`config.mk`:
```
export PLATFORM = sky130hd
export DESIGN_NAME = reg_scoreboard
export DESIGN_NICKNAME = d
export VERILOG_FILES = /design/src/rtl/reg_scoreboard.sv
export SDC_FILE = /design/constraint.sdc
export NUM_CORES = 1
export LEC_CHECK = 0
export ABC_AREA = 0
export CAP_MARGIN = 40
export CORE_ASPECT_RATIO = 2
export CORE_MARGIN = 2
export CORE_UTILIZATION = 51
export CTS_BUF_LIST = sky130_fd_sc_hd__clkbuf_2
export DETAILED_ROUTE_END_ITERATION = 7
export PLACE_DENSITY = 0.73
export SLEW_MARGIN = 20
export SYNTH_ARGS = -nofsm -noshare
export SYNTH_HDL_FRONTEND = slang
export SYNTH_SLANG_ARGS = --single-unit
```
`constraint.sdc`:
```
create_clock -name clk -period 5.1 [get_ports clk]
set_clock_uncertainty 0.05 [all_clocks]
set_input_delay 0.51 -clock clk [delete_from_list [all_inputs] [get_ports clk]]
set_output_delay 0.51 -clock clk [all_outputs]
set_load 0.02 [all_outputs]
```
`src/rtl/reg_scoreboard.sv`:
```
// Per-register pending write-back counter. ID-stage freeze is decided from the counts
// rather than from a fixed pipeline window, so variable-latency stages are covered.
module reg_scoreboard #(
  parameter int NUM_REGS  = 16,
  parameter int REG_W     = 4,
  parameter int CNT_W     = 2,
  parameter int WB_BYPASS = 1
) (
  input  logic                   clk,
  input  logic                   rst,
  input  logic                   issue_valid,
  input  logic                   issue_wb_en,
  input  logic [REG_W-1:0]       issue_dest,
  input  logic                   flush,
  input  logic [REG_W-1:0]       src1,
  input  logic [REG_W-1:0]       src2,
  input  logic                   two_src,
  input  logic                   wb_valid,
  input  logic [REG_W-1:0]       wb_dest,
  output logic                   freeze,
  output logic [NUM_REGS-1:0]    busy_mask,
  output logic [REG_W+CNT_W-1:0] inflight,
  output logic                   err
);

  localparam int DEPTH = 2**REG_W;
  localparam int INF_W = REG_W + CNT_W;
  localparam logic [CNT_W-1:0] CNT_MAX = '1;
  localparam logic [CNT_W-1:0] CNT_ONE = CNT_W'(1);

  // Storage spans the full index space; entries >= NUM_REGS never leave 0.
  logic [CNT_W-1:0]    cnt     [DEPTH];
  logic [CNT_W-1:0]    cnt_nxt [DEPTH];
  logic [DEPTH-1:0]    in_range;
  logic [NUM_REGS-1:0] busy_nxt;

  logic [CNT_W-1:0] cnt_src1, cnt_src2, cnt_dest, cnt_wb;
  logic byp1, byp2, haz1, haz2, sat;
  logic issue_try, acc, ret, err_set;

  always_comb begin
    for (int i = 0; i < DEPTH; i++) in_range[i] = (i < NUM_REGS);
  end

  assign cnt_src1 = cnt[src1];
  assign cnt_src2 = cnt[src2];
  assign cnt_dest = cnt[issue_dest];
  assign cnt_wb   = cnt[wb_dest];

  // A same-cycle write-back of the last pending write releases the source.
  assign byp1 = (WB_BYPASS != 0) && wb_valid && (wb_dest == src1) && (cnt_src1 == CNT_ONE);
  assign byp2 = (WB_BYPASS != 0) && wb_valid && (wb_dest == src2) && (cnt_src2 == CNT_ONE);

  assign haz1   = (cnt_src1 != '0) && !byp1;
  assign haz2   = two_src && (cnt_src2 != '0) && !byp2;
  assign sat    = issue_wb_en && (cnt_dest == CNT_MAX);
  assign freeze = issue_valid && (haz1 || haz2 || sat);

  assign issue_try = issue_valid && issue_wb_en && !freeze && !flush;
  assign acc       = issue_try && in_range[issue_dest];
  assign ret       = wb_valid && (cnt_wb != '0);
  assign err_set   = (wb_valid && (cnt_wb == '0))
                   || (issue_try && !in_range[issue_dest])
                   || (acc && (cnt_dest == CNT_MAX));

  always_comb begin
    for (int i = 0; i < DEPTH; i++) begin
      cnt_nxt[i] = cnt[i];
      if (acc && (issue_dest == REG_W'(i)) && !(ret && (wb_dest == REG_W'(i))))
        cnt_nxt[i] = cnt[i] + CNT_ONE;
      else if (ret && (wb_dest == REG_W'(i)) && !(acc && (issue_dest == REG_W'(i))))
        cnt_nxt[i] = cnt[i] - CNT_ONE;
    end
  end

  always_comb begin
    for (int i = 0; i < NUM_REGS; i++) busy_nxt[i] = (cnt_nxt[i] != '0);
  end

  always_ff @(posedge clk) begin
    if (rst) begin
      for (int i = 0; i < DEPTH; i++) cnt[i] <= '0;
      busy_mask <= '0;
      inflight  <= '0;
      err       <= 1'b0;
    end else begin
      for (int i = 0; i < DEPTH; i++) cnt[i] <= cnt_nxt[i];
      busy_mask <= busy_nxt;
      inflight  <= inflight + INF_W'(acc) - INF_W'(ret);
      err       <= err | err_set;
    end
  end

  // Saturation freezes the issue, so an accepted issue can never overflow a counter.
  assert property (@(posedge clk) disable iff (rst) !(acc && (cnt_dest == CNT_MAX)));

endmodule

```
==> impl_metrics.tcl, run 1 <==
set metrics [dict create \
    fin_nets 521 \
    io_buffer_count 46 \
    die_area_sq_mm 0.00915 \
    synth_xor_area_frac 0.0984 \
    p_seq_frac 0.493 \
    synth_fa_ha_area_frac 0.0223 \
    final_core_util 0.586 \
    std_cell_rows 47 \
    cts_buffers 5 \
    worstPathArrival_ns 4.79 \
    grt_pass1_wl_um 19700 \
    comb_power_share 0.318 \
    viasPerCell 6.73 \
    holdBufCountCts 0 \
    synth_compound_gate_area_share 0.125 \
    fp.dieH_um 133 \
    rsz0062_at_grt "no" \
    muxShareOfSynthArea 0.133 \
    yosys_register_bits 55 \
    wirelength_um 12600 \
    n_fill_cell 774 \
    yosys_most_used_dff "dfxtp_1" \
    p_total_uw 950 \
    placed_area_sq_mm 0.00475 \
    synth_cell_type_count 57 \
    area_delta_synth_final_pct 12.5 \
    cp_max_fo 9 \
    max_freq_mhz 227 \
    dp_slack_ns 0.135 \
    clk_latency_ns 0.50 \
    postSynthCellCount 463 \
    p_leak_uw 0.00169 \
    hpwl_um 9530 \
    cts_tree "done" \
    p_sw_frac 0.348 \
    clockBufferDepth 2 \
    hp-class "register to register" \
    yosysSeqAreaShare 0.258 \
    overflow 0 \
    crit_path_end_kind "register" \
    fin_setup_tns_ns 0 \
    cts_max_level 2 \
    min_period_ns 4.41 \
    drive_above_1_share 0.128 \
    place_congestion 0.982 \
    core_area_sq_mm 0.00817 \
    num_antenna_cells 0 \
    worstSetupStartpointType "input port" \
    cts_resized 0 \
    slowest_delay_ns 0.82 \
    seqCellArea_sq_mm 0.00110 \
    multi_input_area_sq_mm 0.00291 \
    cts_sinks 55 \
    hold_violations 0 \
    setup_viol_count_final 0 \
    irDropWorstVdd_mv 0.145 \
    yosysWarnings 0 \
    synth.net_count 493 \
    synth-async-reset-ratio 0 \
    grt_max_degree 48 \
    worstSetupPathType "input port to register" \
    relSlewSlack 0.383 \
    cpMostUsedCell "nor2_1" \
    drv_cap 0 \
    worst_slack_ns 0.686 \
    antenna_found_initial 0 \
    slew_violations 0 \
    synth.avg_cell_area_sq_um 9.20 \
    wl_per_cell_um 21.3 \
    chipWidth_um 68.6 \
    p_sw_uw 330 \
    p_per_area_mw_per_mm2 198 \
    grt_pass1_vias 3819 \
    clk_pin_slew_worst_paths_ns 0.29 \
    drc_errors 0 \
    cts_root_buf "clkbuf_2" \
    io_pins 47 \
    p_int_uw 620 \
    path_buf_inv 2 \
    synth_edf_count 0 \
    synthSimpleGateAreaFrac 0.303 \
    tightest_slew_ns 0.918 \
    track_usage 0.295 \
    syn_area_sq_mm 0.00426 \
    cp.required_ns 5.47 \
    fin_crit_sh 0.866 \
    antenna_left 0 \
    synth_top_family_by_area "simple AND/OR/NAND/NOR gates" \
    initialDrtViolationCount 240 \
    final_cell_area_sq_mm 0.00479 \
    vias 3963 \
    initial_utilization 0.521 \
    layout_commonest_cell "dfxtp_1" \
    slowest_stage "clkdlybuf4s50_1" \
    final_cell_mix "dfxtp_1 (55), clkdlybuf4s50_1 (46), nor2_1 (45)" \
    crit_chain "clkdlybuf4s50_1 > mux4_1 > mux4_2 > o41a_1 > or3_1 > or3_1 > ha_1 > inv_1 > ha_1 > fa_1 > a21oi_1 > nor2_1 > nor2_1 > xor2_1 > nor2_1" \
    critPathTopFamily "multiplexers" \
    clockPowerShare 0.189 \
    drt_pass1_iterations 4 \
    postCtsSetupBuffers 0 \
    status "finished clean" \
]
==> worst reg2reg max path, stage by stage (launching register included) <==
cell and delay, ns:
dfxtp_1 0.49, mux4_1 0.56, mux4_2 0.48, o41a_1 0.14, or3_1 0.34, or3_1 0.36
ha_1 0.27, inv_1 0.04, ha_1 0.20, fa_1 0.42, a21oi_1 0.16, nor2_1 0.05
nor2_1 0.11, xor2_1 0.18, nor2_1 0.06
==> per-layer routing <==
metal	share of wire	global-route usage	vias to the layer above
li1	-	-	1807
met1	0.33	0.316	1899
met2	0.52	0.491	188
met3	0.055	0.0414	69
met4	0.091	0.232	0
met5	0	0	-
==> worst paths after layout <==
kind	endpoint	slack [ns]	cells past startpoint	from
max	inflight[4]	0.69	15	src1[0]
min	err	0.47	2	err
max reg2reg	inflight[4]	1.12	14	cnt[9][0]
min reg2reg	err	0.47	2	err
==> cells by family after synthesis <==
logic type      Yosys count
compound gates           74
xor+xnor                 29
fa+ha+maj                 7
buf+inv                  54
flops                    55
mux                      31
simple gates            213
==> through the flow <==
| step | hold slack (ns) | instances |
|---|---|---|
| 2_1_floorplan | 0.448 | 463 |
| 3_3_place_gp | 0.405 | 582 |
| 3_5_place_dp | 0.422 | 582 |
| 4_1_cts | 0.480 | 589 |
| 5_1_grt | 0.511 | 589 |
| 6_report | 0.472 | 589 |
==> final cells by class <==
type                            count  share of cell area
Clock buffer                        5             0.00522
Clock inverter                      2             0.00287
Inverter                           14              0.0110
Multi-Input combinational cell    354               0.606
Sequential cell                    55               0.230
Tap cell                           98              0.0256
Timing Repair Buffer               61               0.120
==> synthesized netlist by cell type, types with 3 or more instances <==
master,n,area [sq um]
buf_2,4,20.0
xor3_1,11,262
inv_1,14,52.6
nor2_1,45,169
a211oi_1,14,105
buf_6,3,33.8
dfxtp_1,55,1100
mux2_2,4,45.0
nand2b_1,7,43.8
nand2_1,29,109
mux2i_1,8,80.1
nand3b_1,4,30.0
nor4_2,6,75.1
mux4_2,15,338
xnor2_1,6,52.6
nor3_1,13,65.1
nor4_4,9,191
nand4_1,22,138
a21oi_1,8,40.0
o211ai_1,17,128
o21ai_0,9,45.0
buf_1,3,11.3
ha_1,6,75.1
nand3_1,32,160
mux4_1,4,105
nor4_1,9,56.3
xor2_1,12,105
and2_1,4,25.0
or3_1,13,81.3
or3b_2,3,26.3
nor2b_1,7,43.8
and3_1,3,18.8
a31oi_1,8,50.1
clkbuf_1,27,101
==> registers in the layout, summed over array words and instances (netlist names) <==
name       count
inflight       6
err            1
cnt           32
busy_mask     16
==> power groups by stage <==
| stage | registers (uW) | logic [uW] | clock network [uW] |
|---|---|---|---|
| 3_3_place_gp | 475 | 293 | 0 |
| 4_1_cts | 469 | 302 | 187 |
| 2_1_floorplan | 491 | 187 | 0 |
| 5_1_grt | 472 | 330 | 202 |
| 6_report | 468 | 302 | 180 |
| 3_5_place_dp | 476 | 301 | 0 |
No activity file was read; power rests on OpenSTA's default activity.
==> run 2, diff against run 1 <==
- CTS_CLUSTER_SIZE: default -> 24
- clock period: 5.1 -> 4.9 ns (I/O delays scaled with it)
==> impl_metrics.tcl, run 2 (synthesized netlist as in run 1, its figures left out) <==
set metrics [dict create \
    p_per_area_mw_per_mm2 215 \
    p_sw_frac 0.331 \
    chipWidth_um 68.6 \
    worstPathArrival_ns 4.51 \
    top_regs "cnt: 32 flops, busy_mask: 16 flops, inflight: 6 flops" \
    wirelength_um 12700 \
    antenna_left 0 \
    regMostFlops "cnt" \
    viasPerCell 6.79 \
    io_pins 47 \
    initialDrtViolationCount 333 \
    cts_resized 0 \
    worst_slack_ns 0.786 \
    overflow 0 \
    multi_input_area_sq_mm 0.00291 \
    core_area_sq_mm 0.00817 \
    place_congestion 0.972 \
    holdBufCountCts 0 \
    layout_commonest_cell "dfxtp_1" \
    relSlewSlack 0.536 \
    std_cell_rows 47 \
    clk_pin_slew_worst_paths_ns 0.30 \
    irDropWorstVdd_mv 0.144 \
    p_int_uw 696 \
    cts_sinks 55 \
    fin_crit_sh 0.840 \
    hpwl_um 9550 \
    tightest_slew_ns 0.688 \
    fin_nets 522 \
    initial_utilization 0.521 \
    area_delta_synth_final_pct 13.4 \
    grt_max_degree 48 \
    cts_max_level 2 \
    hold_violations 0 \
    fp.dieH_um 133 \
    max_freq_mhz 243 \
    cp_max_fo 9 \
    track_usage 0.298 \
    cts_root_buf "clkbuf_2" \
    drc_errors 0 \
    rr_worst_depth 14 \
    worstHoldPathCells 2 \
    cts_tree "done" \
    wl_per_cell_um 21.4 \
    p_leak_uw 0.00170 \
    status "finished clean" \
    fin_setup_tns_ns 0 \
    final_cell_mix "dfxtp_1 (55), clkdlybuf4s50_1 (46), nor2_1 (45)" \
    min_period_ns 4.11 \
    p_seq_frac 0.468 \
    worstSetupStartpointType "input port" \
    p_sw_uw 344 \
    slew_violations 0 \
    crit_path_end_kind "register" \
    comb_power_share 0.302 \
    grt_pass1_vias 3869 \
    rsz0062_at_grt "no" \
    setup_viol_count_final 0 \
    clockPowerShare 0.229 \
    drive_above_1_share 0.130 \
    dp_slack_ns 0.233 \
    cts_buffers 5 \
    drt_pass1_iterations 5 \
    cp.required_ns 5.29 \
    largest_register_ffs 32 \
    vias 4010 \
    clk_latency_ns 0.51 \
    worstSetupPathType "input port to register" \
    clockBufferDepth 2 \
    seqCellArea_sq_mm 0.00110 \
    io_buffer_count 46 \
    n_fill_cell 723 \
    hp-class "register to register" \
    die_area_sq_mm 0.00915 \
    drv_cap 0 \
    antenna_found_initial 1 \
    grt_pass1_wl_um 20000 \
    postCtsSetupBuffers 0 \
]
==> run 2: power groups by stage <==
stage | clock, uW | combinational (uW) | sequential, uW
after CTS | 245 | 313 | 488
after global routing | 262 | 344 | 490
after detailed placement | 0 | 312 | 496
after global placement | 0 | 307 | 495
final | 238 | 314 | 487
after floorplan | 0 | 195 | 511
==> run 2: per-layer routing <==
layer,global-route usage,share of wire
met5,0,0
met4,0.211,0.090
met3,0.0557,0.052
met2,0.510,0.53
met1,0.306,0.33
==> run 2: worst paths after layout <==
check,from,to,slack (ns)
max reg2reg,cnt[8][0],inflight[4],0.99
min,err,err,0.47
min reg2reg,err,err,0.47
max,src1[0],inflight[4],0.79
==> run 2: cell type report <==
| class | count | area share |
|---|---|---|
| Clock buffer | 5 | 0.00518 |
| Antenna cell | 1 | 0.000518 |
| Tap cell | 98 | 0.0254 |
| Timing Repair Buffer | 62 | 0.121 |
| Multi-Input combinational cell | 354 | 0.602 |
| Clock inverter | 2 | 0.00777 |
| Sequential cell | 55 | 0.228 |
| Inverter | 14 | 0.0109 |
==> run 2: worst max-delay path, stage by stage <==
cell and delay [ns]:
clkdlybuf4s50_1 0.46, buf_4 0.20, mux4_1 0.57, mux4_2 0.47, o41a_1 0.14, or3_1 0.35
or3_1 0.36, ha_1 0.28, inv_1 0.04, ha_1 0.19, fa_1 0.42, a21oi_1 0.16
nor2_1 0.05, nor2_1 0.12, xor2_1 0.16, nor2_1 0.05
==> run 2: metrics by stage <==
step           cells   util  instance area (sq um)  total power, uW  hold WS [ns]
2_1_floorplan    463      -                   4260              706         0.448
3_3_place_gp     582  0.582                   4750              802         0.408
3_5_place_dp     583  0.583                   4760              807         0.426
4_1_cts          590  0.591                   4830             1050         0.487
5_1_grt          591  0.591                   4830             1100         0.503
6_report         591  0.591                   4830             1040         0.475
==> run 3, diff against run 2 <==
- PLACE_DENSITY: 0.73 -> 0.76
- clock period: 4.9 -> 3.7 ns (I/O delays scaled with it)
==> impl_metrics.tcl, run 3 (synthesized netlist as in run 1, its figures left out) <==
set metrics [dict create \
    status "finished clean" \
    io_pins 47 \
    final_core_util 0.666 \
    worst_slack_ns 0.0545 \
    dp_slack_ns -0.727 \
    seqCellArea_sq_mm 0.00111 \
    layout_commonest_cell "buf_4" \
    drt_pass1_iterations 5 \
    cts_tree "done" \
    cp.required_ns 4.07 \
    worstPathArrival_ns 4.01 \
    fin_nets 595 \
    r2r_start "cnt[4][0]" \
    hold_violations 0 \
    vias 4292 \
    irDropWorstVdd_mv 0.273 \
    fp.dieH_um 133 \
    wl_per_cell_um 21.4 \
    rr_worst_depth 14 \
    min_period_ns 3.65 \
    cts_buffers 5 \
    overflow 0 \
    worstSetupStartpointType "register" \
    fin_crit_sh 0.985 \
    r2r_slack_ns 0.05 \
    cp_num_cells 14 \
    initialDrtViolationCount 355 \
    antenna_left 0 \
    cp_max_fo 3 \
    cts_root_buf "clkbuf_2" \
    relSlewSlack 0.522 \
    slowest_delay_ns 0.47 \
    drive_above_1_share 0.269 \
    critPathTopFamily "simple AND/OR/NAND/NOR gates" \
    io_buffer_count 46 \
    drv_cap 0 \
    clockBufferDepth 2 \
    die_area_sq_mm 0.00915 \
    hpwl_um 11000 \
    max_freq_mhz 274 \
    place_congestion 1.00 \
    path_buf_inv 1 \
    crit_chain "mux4_2 > mux4_2 > o41a_1 > or3_4 > or3_4 > ha_4 > inv_2 > ha_4 > fa_2 > a21oi_2 > nor2_1 > nor2_1 > xor2_1 > nor2_1" \
    p_leak_uw 0.00208 \
    crit_path_end_kind "register" \
    core_area_sq_mm 0.00817 \
    initial_utilization 0.521 \
    hp-class "register to register" \
    cpMostUsedCell "nor2_1" \
    startpoint "cnt[4][0]" \
    std_cell_rows 47 \
    grt_max_degree 48 \
    antenna_found_initial 1 \
    grt_pass1_wl_um 21900 \
    largest_register_ffs 32 \
    p_per_area_mw_per_mm2 260 \
    top_regs "cnt: 32 flops, busy_mask: 16 flops, inflight: 6 flops" \
    area_delta_synth_final_pct 27.7 \
    clk_pin_slew_worst_paths_ns 0.29 \
    tightest_slew_ns 0.708 \
    slowest_stage "mux4_2" \
    worstSetupPathType "register to register" \
    final_cell_mix "buf_4 (87), dfxtp_1 (51), nor2_1 (45)" \
    slew_violations 0 \
    clk_latency_ns 0.49 \
    regMostFlops "cnt" \
    reg2reg_to "inflight[4]" \
    track_usage 0.329 \
    chipWidth_um 68.6 \
    viasPerCell 6.45 \
    setup_viol_count_final 0 \
    p_total_uw 1410 \
    n_fill_cell 681 \
    critPathCapture "inflight[4]" \
    wirelength_um 14200 \
    rsz0062_at_grt "yes" \
    fin_hold_ws_ns 0.470 \
    grt_pass1_vias 4280 \
    cts_max_level 2 \
    drc_errors 0 \
    multi_input_area_sq_mm 0.00296 \
    cts_sinks 55 \
]
## run 3: worst min-delay path by stage
stage                         start        end  slack, ns  cells after the start
after floorplan           cnt[8][1]  cnt[8][1]       0.45                      2
after global placement          err        err       0.40                      2
after detailed placement        err        err       0.41                      2
after CTS                       err        err       0.47                      2
after global routing            err        err       0.51                      2
final                           err        err       0.47                      2
## run 3: layout make-up
class	instances	area share
multi-input combinational	354	0.544
inverter	14	0.00966
sequential	55	0.204
timing repair buffer	135	0.210
clock buffer	5	0.00460
clock inverter	3	0.00414
tap	98	0.0225
antenna	1	0.000460
## run 3: worst min-delay path, delay by kind of cell (launching register included)
family / cells / cell delay (ns)
AOI/OAI and AO/OA: 1 / 0.05
DFF: 1 / 0.40
and+or+nand+nor: 1 / 0.07
## run 3: through the flow
stage | area [sq um] | TNS (ns) | std cells
finish | 5440 | 0 | 665
global route | 5440 | -0.135 | 665
CTS | 5370 | 0 | 661
detailed placement | 5280 | -2.94 | 648
global placement | 5280 | -2.37 | 648
floorplan | 4290 | -0.492 | 463
## run 3: power breakdown
| group | switching [uW] | internal [uW] | total (uW) |
|---|---|---|---|
| Combinational | 259 | 250 | 509 |
| Sequential | 19.8 | 622 | 641 |
| Clock | 212 | 50.1 | 262 |
| Total | 491 | 921 | 1410 |
## run 3: per-layer routing
metal / GRT usage / vias up / part of all wire
li1: - / 1954 / -
met5: 0 / - / 0
met2: 0.544 / 214 / 0.50
met1: 0.326 / 2031 / 0.32
met4: 0.311 / 0 / 0.12
met3: 0.0549 / 93 / 0.059
## run 3: repair_timing
item / 4_1_cts / 5_1_grt
hold buffers: 0 / 0
setup endpoints to repair: 3 / 4
setup buffers: 5 / 3
resized for setup: 3 / 14
pin swaps: 9 / 8
